--- config.mk ---
export PLATFORM = sky130hd
export DESIGN_NAME = cdb_arbiter
export DESIGN_NICKNAME = d
export VERILOG_FILES = /design/src/rtl/cdb_arbiter.sv
export SDC_FILE = /design/constraint.sdc
export NUM_CORES = 1
export LEC_CHECK = 0
export BUFFER_PORTS_ARGS = -buffer_cell sky130_fd_sc_hd__buf_2
export CAP_MARGIN = 10
export CELL_PAD_IN_SITES_DETAIL_PLACEMENT = 0
export CELL_PAD_IN_SITES_GLOBAL_PLACEMENT = 2
export CORE_MARGIN = 3
export CORE_UTILIZATION = 39
export CTS_BUF_LIST = sky130_fd_sc_hd__clkbuf_16
export CTS_CLUSTER_SIZE = 12
export DETAILED_ROUTE_END_ITERATION = 6
export PLACE_DENSITY = 0.92
export SETUP_SLACK_MARGIN = 0.3
export SYNTH_ARGS = -nofsm -noshare
export SYNTH_HDL_FRONTEND = slang
export SYNTH_SLANG_ARGS = --single-unit
--- constraint.sdc ---
create_clock -name clk -period 7.7 [get_ports clk]
set_input_delay 1.155 -clock clk [delete_from_list [all_inputs] [get_ports clk]]
set_output_delay 1.155 -clock clk [all_outputs]
set_load 0.02 [all_outputs]
--- src/rtl/cdb_arbiter.sv ---
// rtl/cdb_arbiter.sv - round-robin arbiter for the Tomasulo common data bus
// One holding slot per FU; at most one registered broadcast per cycle.
module cdb_arbiter #(
  parameter int N_SRC  = 4,
  parameter int SRC_W  = 2,
  parameter int TAG_W  = 15,
  parameter int DATA_W = 16
) (
  input  logic                    clk,
  input  logic                    reset,
  input  logic                    flush,
  input  logic [N_SRC-1:0]        req_valid,
  input  logic [N_SRC*TAG_W-1:0]  req_tag,
  input  logic [N_SRC*DATA_W-1:0] req_data,
  output logic [N_SRC-1:0]        req_ready,
  output logic                    cdb_valid,
  output logic [TAG_W-1:0]        cdb_tag,
  output logic [DATA_W-1:0]       cdb_data,
  output logic [SRC_W-1:0]        cdb_src,
  output logic [SRC_W:0]          occ
);

  logic [N_SRC-1:0]  slot_v;
  logic [TAG_W-1:0]  slot_tag  [N_SRC];
  logic [DATA_W-1:0] slot_data [N_SRC];
  logic [SRC_W-1:0]  rr_ptr;

  logic              blocked;
  logic [N_SRC-1:0]  grant;
  logic [N_SRC-1:0]  accept;
  logic [N_SRC-1:0]  slot_v_nxt;
  logic              grant_any;
  logic [SRC_W-1:0]  grant_idx;
  logic [SRC_W:0]    occ_nxt;

  assign blocked = flush | reset;

  // Scan from rr_ptr upward, wrapping at N_SRC (not 2^SRC_W).
  always_comb begin
    int k;
    k         = 0;
    grant     = '0;
    grant_any = 1'b0;
    grant_idx = '0;
    for (int j = 0; j < N_SRC; j++) begin
      k = int'(rr_ptr) + j;
      if (k >= N_SRC) k = k - N_SRC;
      if (!blocked && !grant_any && slot_v[k]) begin
        grant_any = 1'b1;
        grant_idx = SRC_W'(k);
        grant[k]  = 1'b1;
      end
    end
  end

  // A slot being drained this cycle can be refilled in the same cycle.
  assign req_ready  = ~{N_SRC{blocked}} & (~slot_v | grant);
  assign accept     = req_valid & req_ready;
  assign slot_v_nxt = blocked ? '0 : ((slot_v & ~grant) | accept);

  always_comb begin
    occ_nxt = '0;
    for (int i = 0; i < N_SRC; i++) begin
      occ_nxt = occ_nxt + {{SRC_W{1'b0}}, slot_v_nxt[i]};
    end
  end

  always_ff @(posedge clk) begin
    slot_v <= slot_v_nxt;
    occ    <= occ_nxt;
    for (int i = 0; i < N_SRC; i++) begin
      if (accept[i]) begin
        slot_tag[i]  <= req_tag[i*TAG_W +: TAG_W];
        slot_data[i] <= req_data[i*DATA_W +: DATA_W];
      end
    end
    if (reset) begin
      rr_ptr    <= '0;
      cdb_valid <= 1'b0;
      cdb_tag   <= '0;
      cdb_data  <= '0;
      cdb_src   <= '0;
    end else if (grant_any) begin
      cdb_valid <= 1'b1;
      cdb_tag   <= slot_tag[grant_idx];
      cdb_data  <= slot_data[grant_idx];
      cdb_src   <= grant_idx;
      rr_ptr    <= (int'(grant_idx) == N_SRC - 1) ? '0 : grant_idx + SRC_W'(1);
    end else begin
      cdb_valid <= 1'b0;
      cdb_tag   <= '0;
      cdb_data  <= '0;
      cdb_src   <= '0;
    end
  end

endmodule

## Word-level counts from Yosys, hierarchy flattened

Memories as Yosys holds them, arrays and structs flattened. A register that Yosys moved wholly into a read port is not among the register bits.
Cells that the tools add are included.

| storage, ports and cells | value |
|---|---|
| register bits | 12 |
| bits in writable memories | 124 |
| input port bits | 131 |
| output and inout bits | 41 |
| word-level logic and storage cells | 107 |
| memories kept | 2 |

| cells by class | value |
|---|---|
| add/subtract/negate cells | 11 |
| magnitude comparators | 12 |
| eq/ne operators | 1 |
| mux-type cells | 47 |
| bitwise gates (word level) | 13 |
| reductions and logical operators | 16 |

Memories:

| name | words | width | rd ports | clocked after memory_dff | wr ports | RTL line | text |
|---|---|---|---|---|---|---|---|
| slot_data | 4 | 16 | 1 | 1 | 4 | 25 | `logic [DATA_W-1:0] slot_data [N_SRC];` |
| slot_tag | 4 | 15 | 1 | 1 | 4 | 24 | `logic [TAG_W-1:0] slot_tag [N_SRC];` |

Operators by type and width:

| kind | count |
|---|---|
| >= comparator 32 x 1 -> 1 bit, second input constant | 4 |
| < comparator 32 x 4 -> 1 bit, second input constant | 4 |
| 2-to-1 mux 32 bit | 4 |
| 2-to-1 mux 1 bit | 25 |
| 2-to-1 mux 4 bit | 5 |
| bitwise OR 4 bit | 5 |
| bitwise AND 4 bit | 3 |
| NOT 4 bit | 3 |
| subtractor 3 x 3 -> 4 bit, second input constant | 3 |
| logical AND 1 bit | 11 |
| 2-to-1 mux 2 bit | 5 |
| >= comparator 3 bit, second input constant | 3 |
| binary-select mux 1 bit (select 2 bit) | 4 |
| demux 1 bit (select 2 bit) | 4 |
| adder 2 x 2 -> 3 bit, second input constant | 2 |
| logical NOT 1 bit | 4 |
| subtractor 2 x 3 -> 4 bit, second input constant | 1 |
| adder 2 x 1 -> 3 bit | 1 |
| adder 2 x 1 -> 3 bit, second input constant | 1 |
| adder 3 x 1 -> 3 bit | 1 |
| >= comparator 2 x 3 -> 1 bit, second input constant | 1 |
| adder 1 x 1 -> 2 bit | 1 |
| adder 2 x 1 -> 2 bit, second input constant | 1 |
| == test 2 x 1 -> 1 bit, second input constant | 1 |
| 3 further kinds | 3 |

## Depth between registers and ports, before layout

Gate-level depths: netlist of run 1.

| logic depth | value |
|---|---|
| depth in word-level cells | 27 |
| mapped depth | 15 |
| depth with buffers taken out | 12 |

## Worst setup path after synthesis of run 1

No wires, ideal clock.

| timing path | value |
|---|---|
| kind | register -> register |
| start | register rr_ptr[0] |
| end | memory slot_data[0][0], enable pin |
| setup time | 0.464 ns |
| arrival time | 4.627 ns |
| required time | 7.236 ns |
| setup slack | 2.608 ns |
| cell stages (with the launch flop) | 12 |
| buffers on the path | 3 |
| clock period less this slack | 5.092 ns |
| path through | dfxtp_1 > buf_6 > inv_1 > ha_1 > clkbuf_1 > or3_1 > o22ai_2 > and2_4 > buf_6 > a221o_1 > a211oi_1 > nor3b_1 |

RTL lines:

| what | RTL line | text |
|---|---|---|
| start: declaration | 26 | `logic [SRC_W-1:0] rr_ptr;` |
| start signal: assignment | 88 | `rr_ptr <= (int'(grant_idx) == N_SRC - 1) ? '0 : grant_idx + SRC_W'(1);` |
| end: declaration | 25 |  |

## Final worst setup path of run 1

| timing path | value |
|---|---|
| start | register rr_ptr[0] |
| end | output port req_ready[3] |

| on the way | value |
|---|---|
| cells in the longest elaborated chain, start to end | 21 |
| elaborated cells between the ends (all ways) | 69 |
| classes of those cells | add/sub (7); order compare (12); mux (31); bitwise (5); reduce/logical (14) |

RTL lines:

| what | RTL line | text |
|---|---|---|
| parallel branches: the longest is 18 deep, another holds >= comparator 32 x 1 -> 1 bit | n/a |  |
| 2-to-1 mux 4 bit * | 48 | `if (!blocked && !grant_any && slot_v[k]) begin` |
| bitwise OR 4 bit * | 57 | `assign req_ready = ~{N_SRC{blocked}} & (~slot_v \| grant);` |
| bitwise AND 4 bit * | 57 |  |
| end: declaration | 15 | `output logic [N_SRC-1:0] req_ready,` |

Every way passes the cells marked *. The select of a mux whose other input is x is not followed.

==> results of run 1 <==
-- sequential cells by signal (all words and copies together), names as in the netlist --
name       count
slot_data     64
slot_tag      60
cdb_data      16
cdb_tag       15
slot_v         4
occ            3
cdb_src        2
rr_ptr         2
cdb_valid      1
-- cells in the mapped netlist (2+ instances only) --
cell type	number	share of area, %
nor3b_1	4	0.47
edfxtp_1	124	59
buf_6	3	0.53
o21a_1	4	0.47
o21ai_0	5	0.40
buf_2	2	0.16
inv_1	11	0.65
nand2b_1	2	0.20
buf_8	2	0.47
a211oi_1	3	0.36
a21oi_1	3	0.24
a32oi_1	2	0.28
nand2_1	2	0.12
o22ai_1	31	3.1
dfxtp_1	43	14
nor2_1	12	0.71
buf_12	4	1.3
clkbuf_1	9	0.53
ha_1	11	2.2
a221o_1	4	0.63
nor3_1	2	0.16
and3_1	5	0.49
mux2_2	4	0.71
mux2i_1	65	10
-- power by group --
group          switching (W)  internal (W)  leakage (nW)  total [W]
sequential         0.0000159       0.00101          1.49    0.00102
combinational       0.000108     0.0000778          1.31   0.000186
clock               0.000346      0.000447         0.282   0.000793
total               0.000470       0.00153          3.08    0.00200
-- worst min-delay path, stage by stage (launching register included) --
cell      delay, ns
edfxtp_1       0.31
mux2i_1        0.06
o22ai_1        0.11
-- cell type report --
class                   instances  area [um2]
flip-flops and latches        167        4580
repair buffers                180         931
fillers                      1349        7610
inverters                      11        41.3
well taps                     211         264
multi-input cells             178        1560
clock buffers                  17         425
clock inverters                15         126
-- per-layer routing --
layer  global-route usage (%)  routed length [um]
met1                     19.0                5740
met2                     26.6                7160
met3                     4.87                 861
met4                     6.57                 242
met5                        0                   0
-- per-stage QoR --
stage / area (um2) / utilization [%] / hold slack (ns) / instances
6_report: 7930 / 51.0 / 0.525 / 779
3_5_place_dp: 7360 / 47.4 / 0.515 / 746
5_1_grt: 7930 / 51.0 / 0.550 / 779
3_3_place_gp: 7360 / 47.4 / 0.505 / 746
4_1_cts: 7920 / 50.9 / 0.529 / 778
2_1_floorplan: 6330 / - / 0.479 / 376
-- final timing paths --
kind	end	cells past startpoint
setup / recovery	req_ready[3]	9
hold / removal	cdb_data[10]	2
setup reg to reg	cdb_data[6]	9
hold reg to reg	cdb_data[10]	2
-- cells by family after synthesis --
group	synth area share [%]
adders and majority gates	2.49
AOI/OAI and AO/OA	7.31
DFF	72.4
buffers and inverters	3.62
and+or+nand+nor	2.85
muxes	11.3
-- cell usage in the layout (no fill, tap or decap), types with 3 or more instances in the layout --
cell type / synthesis / final
clkbuf_16: 0 / 17
o22ai_1: 31 / 31
a211oi_1: 3 / 3
mux2_2: 4 / 4
and3_1: 5 / 4
o21ai_0: 5 / 5
a221o_1: 4 / 4
nor2_1: 12 / 12
ha_1: 11 / 11
inv_1: 11 / 14
nor3b_2: 0 / 3
mux2i_1: 65 / 65
inv_6: 0 / 5
edfxtp_1: 124 / 124
dfxtp_1: 43 / 43
a21oi_1: 3 / 3
buf_4: 0 / 8
o21a_1: 4 / 4
buf_2: 2 / 171
==> flow_metrics.env, run 1 <==
export IMPL_drtPass1Iterations=4
export IMPL_dieArea_um2=17800
export IMPL_fin_crit_sh_pct=65.5
export IMPL_drcViolationCount=0
export IMPL_slew_headroom_pct=28.9
export IMPL_drt_iter0_drc=255
export IMPL_dp_hpwl_um=9510
export IMPL_clk_path_buf_depth=2
export IMPL_grt_pass1_vias=3929
export IMPL_r2r_setup_slack_ns=2.97
export IMPL_worstPathArrival_ns=3.89
export IMPL_fin_skew_ns=0.00576
export IMPL_vias_per_cell=4.94
export IMPL_grt_overflow=0
export IMPL_async_flop_share_pct=0
export IMPL_yosysSeqAreaShare_pct=72.4
export IMPL_critPathLaunchType="flop"
export IMPL_die_y_um=133
export IMPL_synthFlopType="edfxtp_1"
export IMPL_path_delay_family="compound AO/OA/AOI/OAI gates"
export IMPL_synth_edf_count=124
export IMPL_place_congestion=0.817
export IMPL_cts_tree="built"
export IMPL_finalSetupViolCount=0
export IMPL_areaGrowthSynthToFinish_pct=25.2
export IMPL_power_density_nw_per_um2=252
export IMPL_fin_nets=698
export IMPL_worstMarginPinSlew_ns=1.06
export IMPL_path_class="flop to primary output"
export IMPL_start_util_pct=40.7
export IMPL_hold_path_class="flop to flop"
export IMPL_hold_violations=0
export IMPL_hp_start="slot_data[0][10]"
export IMPL_wirelength_um=14000
export IMPL_grt_setup_unrepaired="no"
export IMPL_power_leakage_nw=3.08
export IMPL_cts_clk_slew_worst_paths_ns=0.06
export IMPL_place_ws_ns=2.71
export IMPL_status="finished, final reports clean"
export IMPL_max_stage_delay_ns=0.76
export IMPL_ys_types=43
export IMPL_hold_buffers=0
export IMPL_diodes=0
export IMPL_syn_avg_cell_area_um2=16.8
export IMPL_drive_gt1_share_pct=39.3
export IMPL_wl_per_cell_um=18.0
export IMPL_synth_nets=519
export IMPL_ys_seq_elements=167
export IMPL_cts_resized=0
export IMPL_row_count=45
export IMPL_crit_path_top_delay_cell="dfxtp_1"
export IMPL_p_total_w=0.00200
export IMPL_clock_sinks=167
export IMPL_grt_pass1_wl_um=21200
export IMPL_antenna_found_initial=0
export IMPL_worst_slack_ns=2.66
export IMPL_fp_coreArea_um2=15500
export IMPL_vdd_ir_drop_max_v=0.000147
export IMPL_die_w_um=133
export IMPL_max_freq_ghz=0.198
export IMPL_insertion_delay_ns=0.42
export IMPL_syn_area_um2=6330
export IMPL_numCtsBuffers=17
export IMPL_io_pins=172
export IMPL_setup_tns_ns=0
export IMPL_reg2reg_from="rr_ptr[0]"
export IMPL_htreeDepth=4
export IMPL_crit_path_end_kind="primary output"
export IMPL_grt_usage_pct=15.8
export IMPL_crit_fanout=16
export IMPL_path_cells="inv_1, ha_1, or3_1, o22ai_2, a21oi_1, and3_1, a211oi_1, nor2_1, buf_2"
export IMPL_post_cts_buffers=0
export IMPL_maxCapViolCount=0
export IMPL_critPathLaunch="rr_ptr[0]"
export IMPL_path_buf_inv=2
export IMPL_yosysWarnings=0
export IMPL_finalCriticalPeriod_ns=5.04
export IMPL_ant_nets=0
export IMPL_crit_required_ns=6.55
export IMPL_grt_max_degree=35
export IMPL_portBuffers=171
export IMPL_syn_inst=376
export IMPL_drv_slew=0
export IMPL_cts_root_buf="clkbuf_16"
export IMPL_vias=3849
Note: power is estimated with default switching activity, not from simulation.
==> run 2, diff against run 1 <==
--- a/config.mk
+++ b/config.mk
@@ -5,16 +5,17 @@
 export SDC_FILE = /design/constraint.sdc
 export NUM_CORES = 1
 export LEC_CHECK = 0
+export ABC_AREA = 1
 export BUFFER_PORTS_ARGS = -buffer_cell sky130_fd_sc_hd__buf_2
 export CAP_MARGIN = 10
 export CELL_PAD_IN_SITES_DETAIL_PLACEMENT = 0
 export CELL_PAD_IN_SITES_GLOBAL_PLACEMENT = 2
 export CORE_MARGIN = 3
-export CORE_UTILIZATION = 39
+export CORE_UTILIZATION = 34
 export CTS_BUF_LIST = sky130_fd_sc_hd__clkbuf_16
 export CTS_CLUSTER_SIZE = 12
 export DETAILED_ROUTE_END_ITERATION = 6
-export PLACE_DENSITY = 0.92
+export PLACE_DENSITY = 0.87
 export SETUP_SLACK_MARGIN = 0.3
 export SYNTH_ARGS = -nofsm -noshare
 export SYNTH_HDL_FRONTEND = slang
==> constraint.sdc (replaced) <==
create_clock -name clk -period 4.7 [get_ports clk]
set_input_delay 0.705 -clock clk [delete_from_list [all_inputs] [get_ports clk]]
set_output_delay 0.705 -clock clk [all_outputs]
set_load 0.02 [all_outputs]
==> flow_metrics.env, run 2 <==
export IMPL_clock_sinks=167
export IMPL_cts_tree="built"
export IMPL_start_util_pct=34.9
export IMPL_drtPass1Iterations=5
export IMPL_cts_clk_slew_worst_paths_ns=0.07
export IMPL_worstMarginPinSlew_ns=0.970
export IMPL_crit_fanout=12
export IMPL_fp_coreArea_um2=19600
export IMPL_hold_violations=0
export IMPL_top_regs="slot_data: 64 flops, slot_tag: 60 flops, cdb_data: 16 flops"
export IMPL_die_w_um=148
export IMPL_yosysWarnings=0
export IMPL_numCtsBuffers=17
export IMPL_synth_most_common_cell="edfxtp_1"
export IMPL_regArea_um2=4580
export IMPL_place_congestion=0.800
export IMPL_yosys_top_cells_area="edfxtp_1 54%, dfxtp_1 13%, inv_1 6.0%"
export IMPL_maxCapViolCount=0
export IMPL_drive_gt1_share_pct=32.6
export IMPL_hold_buffers=0
export IMPL_synthAdderAreaFrac_pct=2.31
export IMPL_post_cts_buffers=0
export IMPL_p_sw_w=0.00155
export IMPL_vdd_ir_drop_max_v=0.000262
export IMPL_max_freq_ghz=0.274
export IMPL_synthFlopType="edfxtp_1"
export IMPL_vias_per_cell=4.31
export IMPL_slew_headroom_pct=35.2
export IMPL_vias=4478
export IMPL_path_class="flop to primary output"
export IMPL_largest_reg_flops=64
export IMPL_grt_overflow=0
export IMPL_grt_pass1_vias=4434
export IMPL_antenna_found_initial=1
export IMPL_wl_per_cell_um=14.8
export IMPL_worstPathArrival_ns=2.94
export IMPL_synth_xor_area_share_pct=0
export IMPL_crit_path_end_kind="primary output"
export IMPL_wirelength_um=15400
export IMPL_grt_max_degree=66
export IMPL_crit_required_ns=3.99
export IMPL_die_y_um=148
export IMPL_p_int_w=0.00289
export IMPL_final_common_cell="buf_2"
export IMPL_ant_nets=0
export IMPL_fin_skew_ns=0.0195
export IMPL_path_cells="inv_8, ha_1, inv_1, nand3_2, nand2_4, nand4_4, nor2_8, a21oi_1, o21ai_0, nand2_1, inv_1, buf_2"
export IMPL_finalCriticalPeriod_ns=3.64
export IMPL_synth_compound_area_share_pct=6.85
export IMPL_synthTopCellsByCount="124 x edfxtp_1, 109 x inv_1, 100 x nand2_1, 69 x nand3_1, 43 x dfxtp_1"
export IMPL_ys_seq_elements=167
export IMPL_status="finished, final reports clean"
export IMPL_syn_area_um2=6830
export IMPL_grt_usage_pct=14.4
export IMPL_dp_hpwl_um=10800
export IMPL_portBuffers=171
export IMPL_seqPwrFrac_pct=41.2
export IMPL_row_count=51
export IMPL_p_sw_share_pct=34.9
export IMPL_drv_slew=0
export IMPL_power_leakage_nw=3.84
export IMPL_syn_avg_cell_area_um2=11.7
export IMPL_fin_nets=901
export IMPL_synth_nets=728
export IMPL_fin_crit_sh_pct=77.5
export IMPL_htreeDepth=4
export IMPL_max_stage_delay_ns=0.68
export IMPL_path_buf_inv=4
export IMPL_power_density_nw_per_um2=520
export IMPL_yosysTopAreaCell="edfxtp_1"
export IMPL_yosys_area_top_type_share_pct=54.5
export IMPL_synth_edf_count=124
export IMPL_power_frac_clock_pct=30.1
export IMPL_combPwrFrac_pct=28.7
export IMPL_finalSetupViolCount=0
export IMPL_areaGrowthSynthToFinish_pct=24.8
export IMPL_insertion_delay_ns=0.43
export IMPL_cts_root_buf="clkbuf_16"
export IMPL_syn_inst=585
export IMPL_async_flop_share_pct=0
export IMPL_yosysSeqAreaShare_pct=67.1
export IMPL_ys_types=30
export IMPL_path_delay_family="simple AND/OR/NAND/NOR gates"
export IMPL_crit_path_top_delay_cell="dfxtp_1"
export IMPL_io_pins=172
export IMPL_synthSimpleGateAreaFrac_pct=15.2
export IMPL_drt_iter0_drc=273
export IMPL_hold_path_class="primary input to flop"
export IMPL_grt_setup_unrepaired="no"
export IMPL_top_register="slot_data"
export IMPL_clk_path_buf_depth=2
export IMPL_cts_resized=0
export IMPL_synth_top_family_by_area="simple AND/OR/NAND/NOR gates"
export IMPL_dieArea_um2=21800
export IMPL_critPathLaunchType="flop"
export IMPL_multiInputGateArea_um2=1690
export IMPL_final_cell_mix="171 x buf_2, 124 x edfxtp_1, 110 x inv_1, 100 x nand2_1, 69 x nand3_1"
export IMPL_grt_pass1_wl_um=23700
export IMPL_final_util_pct=43.5
export IMPL_drcViolationCount=0
export IMPL_setup_tns_ns=0
export IMPL_muxShareOfSynthArea_pct=0
export IMPL_n_fill_cell=1880
export IMPL_crit_top_cell="inv_1"
[run 2: final cells by class]
| type | instances | share of cell area (%) |
|---|---|---|
| Sequential cell | 167 | 53.8 |
| Tap cell | 265 | 3.89 |
| Clock buffer | 17 | 4.99 |
| Timing Repair Buffer | 177 | 10.7 |
| Multi-Input combinational cell | 282 | 19.8 |
| Antenna cell | 2 | 0.0587 |
| Inverter | 113 | 5.06 |
| Clock inverter | 15 | 1.69 |
[run 2: cell families (layout without fill, tap and decap cells)]
family	after synthesis	count (layout)
AOI/OAI and AO/OA	64	64
other	0	2
adders and majority gates	12	12
DFF	167	167
and+or+nand+nor	206	206
buffers and inverters	136	322
[run 2: worst paths after layout]
check	cells after the start	slack, ns	from	to
max	12	1.06	rr_ptr[0]	req_ready[2]
min reg2reg	2	0.49	slot_tag[0][12]	cdb_tag[12]
max reg2reg	16	1.30	rr_ptr[0]	occ[1]
min	1	0.45	req_tag[52]	slot_tag[3][7]
[run 2: through the flow]
| step | total power (W) | worst slack (ns) | instances | hold WS, ns | cell area (um2) |
|---|---|---|---|---|---|
| after floorplan | 0.00282 | 1.13 | 585 | 0.464 | 6830 |
| after global placement | 0.00315 | 1.35 | 1004 | 0.475 | 7950 |
| after detailed placement | 0.00316 | 1.32 | 1004 | 0.478 | 7950 |
| after CTS | 0.00451 | 1.04 | 1036 | 0.431 | 8520 |
| after global routing | 0.00471 | 0.824 | 1037 | 0.428 | 8520 |
| final | 0.00444 | 1.06 | 1038 | 0.449 | 8530 |
[run 2: power by group through the flow]
| stage | registers, W | logic [W] | clock network, W |
|---|---|---|---|
| 6_report | 0.00183 | 0.00127 | 0.00134 |
| 5_1_grt | 0.00184 | 0.00143 | 0.00144 |
| 3_3_place_gp | 0.00186 | 0.00129 | 0 |
| 3_5_place_dp | 0.00186 | 0.00130 | 0 |
| 2_1_floorplan | 0.00200 | 0.000821 | 0 |
| 4_1_cts | 0.00183 | 0.00130 | 0.00138 |
[run 2: metal layers]
layer	part of all wire (%)	global-route usage, %	vias to the layer above
met5	0	0	-
met4	0.99	4.99	0
met3	5.3	3.83	7
met2	50	23.4	130
met1	43	18.6	2033
li1	-	-	2308
